$ cat src/rtl/mux_arbiter.sv
// Grant arbiter for a registered 3:1 mux with per-owner burst limiting.
// Define MUX_ARB_ROUND_ROBIN_EN for round-robin; default is fixed priority.
module mux_arbiter #(
  parameter int unsigned BURST_LEN = 4
) (
  input  logic       clock,
  input  logic       reset_n,
  input  logic [2:0] req,
  output logic [2:0] gnt,
  output logic       sel1,
  output logic       sel2,
  output logic       sel3,
  output logic       busy,
  output logic       out_valid,
  output logic [1:0] out_src
);

  typedef enum logic {
    IDLE,
    GRANT
  } state_t;

  localparam logic [3:0] BL = 4'(BURST_LEN);

  state_t     state;
  state_t     state_nx;
  logic [2:0] gnt_nx;
  logic [3:0] cnt;
  logic [3:0] cnt_nx;
  logic [2:0] cand;
  logic [2:0] win;
  logic       hold;
  logic       sat;
  logic       new_gnt;

  function automatic logic [2:0] fix_pick(
    input logic [2:0] m
  );
    logic [2:0] f;
    f = 3'b000;
    priority case (1'b1)
      m[0]:    f = 3'b001;
      m[1]:    f = 3'b010;
      m[2]:    f = 3'b100;
      default: f = 3'b000;
    endcase
    return f;
  endfunction

  function automatic logic [1:0] enc(
    input logic [2:0] g
  );
    logic [1:0] e;
    e = 2'd0;
    priority case (1'b1)
      g[1]:    e = 2'd1;
      g[2]:    e = 2'd2;
      default: e = 2'd0;
    endcase
    return e;
  endfunction

`ifdef MUX_ARB_ROUND_ROBIN_EN
  logic [1:0] ptr;

  // Rotate so the search starts after ptr, pick, rotate back.
  function automatic logic [2:0] rr_pick(
    input logic [2:0] m,
    input logic [1:0] p
  );
    logic [2:0] r;
    logic [2:0] f;
    logic [2:0] o;
    r = m;
    f = 3'b000;
    o = 3'b000;
    unique case (p)
      2'd0: begin
        r = {m[0], m[2], m[1]};
        f = fix_pick(r);
        o = {f[1], f[0], f[2]};
      end
      2'd1: begin
        r = {m[1], m[0], m[2]};
        f = fix_pick(r);
        o = {f[0], f[2], f[1]};
      end
      default: begin
        o = fix_pick(m);
      end
    endcase
    return o;
  endfunction

  always_comb win = rr_pick(cand, ptr);
`else
  always_comb win = fix_pick(cand);
`endif

  always_ff @(posedge clock or negedge reset_n) begin
    if (!reset_n) begin
      state     <= IDLE;
      gnt       <= 3'b000;
      cnt       <= 4'd0;
      out_valid <= 1'b0;
      out_src   <= 2'd0;
    end else begin
      state     <= state_nx;
      gnt       <= gnt_nx;
      cnt       <= cnt_nx;
      out_valid <= |gnt;
      out_src   <= enc(gnt);
    end
  end

`ifdef MUX_ARB_ROUND_ROBIN_EN
  always_ff @(posedge clock or negedge reset_n) begin
    if (!reset_n) begin
      ptr <= 2'd2;
    end else if (new_gnt) begin
      ptr <= enc(gnt_nx);
    end
  end
`endif

  // Owner is masked out only when its burst is spent and it still asks.
  always_comb begin
    hold = |(req & gnt);
    sat  = (cnt == BL);
    cand = req;
    if (state == GRANT && hold && sat) begin
      cand = req & ~gnt;
    end
  end

  always_comb begin
    state_nx = state;
    gnt_nx   = gnt;
    cnt_nx   = cnt;
    new_gnt  = 1'b0;
    unique case (state)
      IDLE: begin
        if (|req) begin
          state_nx = GRANT;
          gnt_nx   = win;
          cnt_nx   = 4'd1;
          new_gnt  = 1'b1;
        end
      end
      GRANT: begin
        if (!hold) begin
          if (|cand) begin
            gnt_nx  = win;
            cnt_nx  = 4'd1;
            new_gnt = 1'b1;
          end else begin
            state_nx = IDLE;
            gnt_nx   = 3'b000;
            cnt_nx   = 4'd0;
          end
        end else if (!sat) begin
          cnt_nx = cnt + 4'd1;
        end else if (|cand) begin
          gnt_nx  = win;
          cnt_nx  = 4'd1;
          new_gnt = 1'b1;
        end
      end
      default: begin
        state_nx = IDLE;
        gnt_nx   = 3'b000;
        cnt_nx   = 4'd0;
      end
    endcase
  end

  always_comb begin
    sel1 = gnt[0];
    sel2 = gnt[1];
    sel3 = gnt[2];
    busy = |gnt;
  end

endmodule

$ cat config.mk
export PLATFORM = sky130hd
export DESIGN_NAME = mux_arbiter
export DESIGN_NICKNAME = d
export VERILOG_FILES = /design/src/rtl/mux_arbiter.sv
export SDC_FILE = /design/constraint.sdc
export NUM_CORES = 1
export LEC_CHECK = 0
export BUFFER_PORTS_ARGS = -buffer_cell sky130_fd_sc_hd__buf_4
export CAP_MARGIN = 40
export CORE_AREA = 2 2 39 41
export CTS_CLUSTER_DIAMETER = 120
export DETAILED_ROUTE_END_ITERATION = 7
export DIE_AREA = 0 0 41 43
export GPL_TIMING_DRIVEN = 0
export PLACE_DENSITY_LB_ADDON = 0.15
export SYNTH_ARGS = -nofsm -noshare
export SYNTH_HDL_FRONTEND = slang
export SYNTH_SLANG_ARGS = --single-unit
$ cat constraint.sdc
create_clock -name clock -period 4 [get_ports clock]
set_input_delay 0.8 -clock clock [delete_from_list [all_inputs] [get_ports clock]]
set_output_delay 0.8 -clock clock [all_outputs]
set_load 0.03 [all_outputs]
* Word level (Yosys, flattened, before mapping)
Cells that the tools add are included.
** Cells by class
- Add/subtract/negate cells :: 1
- Eq/ne operators :: 5
- Multiplexer cells :: 22
- Bitwise logic cells :: 4
- Reduce and logical (&&, ||, !) cells :: 8
** Operators with widths (count)
- 3-bit 2-to-1 mux :: 9
- 4-bit 2-to-1 mux :: 4
- 3-bit OR reduction :: 4
- 4-bit one-hot mux with 2 select lines :: 1
- 3-bit bitwise AND :: 2
- 3-bit by 2-bit != test with 1-bit output, second input constant :: 2
- 3-bit one-hot mux with 2 select lines :: 1
- 4-bit by 1-bit adder with 4-bit output, second input constant :: 1
- 4-bit by 3-bit == test with 1-bit output, second input constant :: 1
- 1-bit 2-to-1 mux :: 4
- 2-bit 2-to-1 mux :: 2
- 4-bit by 3-bit != test with 1-bit output, second input constant :: 1
- 3-bit inverter :: 1
- 3-bit AND reduction :: 1
- 1-bit logical AND :: 2
- 2-bit != test, second input constant :: 1
- 1-bit one-hot mux with 2 select lines :: 1
- 2-bit AND reduction :: 1
- 1-bit inverter :: 1
** Word-level totals
- Flip-flop bits (word level) :: 11
- Input bits :: 5
- Output and inout port bits :: 10
- Word-level logic and storage cells :: 45

* Logic depth before layout (Yosys ltp)
- Depth after elaboration :: 12
- Gate-level depth with buffers :: 6
- Mapped depth without buffers :: 6

* Worst setup path after synthesis
Ideal clock, no wire load.
- Kind :: input-to-reg
- Start point :: in req[0]
- End point :: reg gnt[2]
- Setup time :: 0.122 ns
- Arrival time :: 2.010 ns
- Data required time :: 3.878 ns
- Slack :: 1.869 ns
- Cell stages on the path :: 5
- Buffers on the path :: 1
- Cell sequence :: buf_2 > a222oi_1 > nor2_2 > a22o_1 > a32o_1
** On the way
- Cells in the longest elaborated chain, start to end :: 12
- Elaborated cells on any way between the ends :: 21
- Classes of those cells :: eq/ne (3); mux (10); bitwise (2); reduce/logical (6)
** RTL lines
- from (decl) :: line 8 : input logic [2:0] req,
- 3-bit bitwise AND :: line 128 : hold = |(req & gnt);
- 3-bit OR reduction :: line 128
- 1-bit logical AND (2 in series) :: line 131 : if (state == GRANT && hold && sat) begin
- 3-bit 2-to-1 mux :: line 131
- 3-bit 2-to-1 mux (3 in series) :: line 41 : priority case (1'b1)
- 3-bit 2-to-1 mux :: line 163 : end else if (|cand) begin
- 3-bit 2-to-1 mux :: line 161 : end else if (!sat) begin
- 3-bit 2-to-1 mux :: line 151 : if (!hold) begin
- 3-bit one-hot mux with 2 select lines :: line 141 : unique case (state)
- to (signal assigned) :: line 109 : gnt <= gnt_nx;
- to (decl) :: line 9 : output logic [2:0] gnt,
Several ways; a longest one is shown, not always the timed one. The select of a mux whose other input is x is not followed.
A chain may end at the register's enable or synchronous reset.

* Worst setup path after layout
- Start point :: in req[2]
- End point :: reg gnt[2]
Same word-level chain as after synthesis.

==> reports/qor.txt <==
Clock Sinks = 11
DR vias/cell = 6.12
hold buffer count at CTS = 0
post-synthesis sequential area ratio = 42.0%
power share of the clock group = 13.5%
area added between synthesis and finish = 21.9%
post-CTS setup buffers = 0
cell taking the most area after synthesis = dfrtp_1
WS Path Type = in -> reg
clk slew on worst S/H paths = 0.07 ns
synthesized area = 656 sq um
clk_lat worst skew = 0.27 ns
Comb pwr share = 52.9%
port buffer count = 13
Yosys top cell area share = 42.0%
cts repair resizes = 0
worst slew pin tran = 0.781 ns
relative slew slack = 47.4%
starting density of the core = 47.4%
Synth Instances = 69
first-pass GRT wire length = 2490 um
CTS Buf Count = 3
num ports = 15
final setup fails = 0
Final Skew = 0.00113 ns
share of cells above drive strength 1 = 29.1%
Longest Clk Path Bufs = 2
reported max-cap violation count = 0
Final Wtd Congestion = 0.861
HP Class = in -> async
wire length per cell = 14.7 um
vias in the first global route = 559
initial antenna violation count = 0
Top FF cell, synth = dfrtp_1
GRT Total Usage = 21.5%
Worst Path Required = 4.16 ns
die footprint = 1760 sq um
largest net degree at the start of global routing = 12
asr flop ratio synth = 100%
Reg power frac = 33.6%
most frequent cells in the layout = 16 x buf_4, 11 x dfrtp_1, 7 x inv_1, 5 x nand3_1, 4 x nand2_1
Final nets = 94
Net Sw Frac = 45.6%
Psw = 259 uW
Mean Syn Cell Area = 9.50 sq um
DRT iter0 DRCs = 35
TritonCTS clock tree = yes
critical path peak fanout = 8
fillcell total = 142
max-slew violations = 0
Core Area = 1380 sq um
P_int = 309 uW
static leakage = 0.377 nW
number of synthesized flops with an enable pin = 0
DRT antenna net count = 0
die width = 41 um
TritonRoute pass-1 iters = 4
n_diodes = 0
H-tree Lvls = 1
post-route clock period utilization = 53.1%
hpwl dp = 1060 um
routed wire length = 1500 um
via count = 624
RSZ-0062 raised after global routing = no
Pwr Density = 710 nW/um^2
status = completed
Worst setup SP type = primary input
Worst EP arrival = 2.28 ns
multi-input combinational cell area = 327 sq um
syn_nets = 76
drc violations = 0
Fin Setup TNS = 0 ns
Worst Setup End Kind = register
GRT overflow = 0
synth warn = 0
clk root buf = clkbuf_4
crit path time final = 2.12 ns
Final Hold Fails = 0
ranking of synthesized cells by area = dfrtp_1 42%, inv_1 4.0%, nand4b_1 4.0%, ha_1 3.8%, nand3_1 3.8%
Pwr Total = 568 uW
FMAX = 471 MHz
FF+latch area = 275 sq um
Worst VDD drop = 0.000312 V
commonest non-fill, non-tap cell in the layout = buf_4
Site Rows = 14
Netlist cell types = 34
die height = 43 um
number of synthesized register bits = 11
==> power by group through the flow <==
stage          sequential (mW)  combinational (mW)  clock [mW]
2_1_floorplan            0.224               0.170           0
3_3_place_gp             0.192               0.297           0
3_5_place_dp             0.193               0.299           0
4_1_cts                  0.191               0.301      0.0771
5_1_grt                  0.198               0.329      0.0840
6_report                 0.190               0.300      0.0768
==> final cells by class <==
cell class	instances	area share [%]
multi-input cells	47	40.8
flip-flops and latches	11	34.4
repair buffers	13	12.2
plain buffers	4	3.44
clock buffers	4	3.29
inverters	7	3.29
well taps	16	2.50
==> through the flow <==
| stage | area [sq um] | worst slack (ns) | util [%] | hold WS [ns] | std cells |
|---|---|---|---|---|---|
| floorplan | 656 | 1.87 | - | 0.504 | 69 |
| global placement | 773 | 1.62 | 55.9 | 0.546 | 98 |
| detailed placement | 773 | 1.59 | 55.9 | 0.541 | 98 |
| CTS | 800 | 1.88 | 57.8 | 0.352 | 102 |
| global route | 800 | 1.74 | 57.8 | 0.347 | 102 |
| finish | 800 | 1.88 | 57.8 | 0.345 | 102 |
==> Yosys cell counts (2+ instances only) <==
| cell | count |
|---|---|
| a21oi_1 | 2 |
| a22oi_1 | 2 |
| a31oi_1 | 2 |
| buf_4 | 3 |
| dfrtp_1 | 11 |
| ha_1 | 2 |
| inv_1 | 7 |
| nand2_1 | 4 |
| nand3_1 | 5 |
| nand4b_1 | 3 |
| nor2_1 | 2 |
| o21ai_0 | 3 |
| or3_2 | 2 |
==> registers in the layout, indices dropped and copies added, names as in the netlist <==
signal,flops
out_src,2
out_valid,1
state,1
gnt,3
cnt,4
==> kinds of logic (layout without fill, tap and decap cells) <==
group,after synthesis,after routing,synth area share [%]
AND/OR/NAND/NOR,26,26,24.4
AO/OA/AOI/OAI,18,18,20.2
flip-flops,11,11,42.0
buffers and inverters,11,28,8.21
adder cells (fa/ha/maj),2,2,3.82
XOR/XNOR,1,1,1.34
==> path summary, 6_finish.rpt <==
check / from / to / slack [ns] / cells after the start
min in group clock: gnt[1] / out_src[0] / 0.55 / 0
setup / recovery: req[2] / gnt[2] / 1.88 / 5
hold reg to reg: gnt[1] / out_src[0] / 0.55 / 0
hold / removal: reset_n / out_src[1] / 0.34 / 1
max in group asynchronous: reset_n / cnt[1] / 3.51 / 1
setup reg to reg: cnt[0] / gnt[2] / 1.98 / 6
==> metal layers <==
metal	global-route usage, %	vias to the layer above	wire length (um)
met3	6.28	5	111
met1	28.2	297	643
met2	30.6	24	708
met5	0	-	0
met4	11.3	0	34
li1	-	298	-
==> worst max-delay path: stages <==
cell      delay, ns
buf_4          0.13
a222oi_1       0.63
nor2_2         0.20
a22o_1         0.28
a32o_1         0.24
Note: power is estimated with default switching activity, not from simulation.
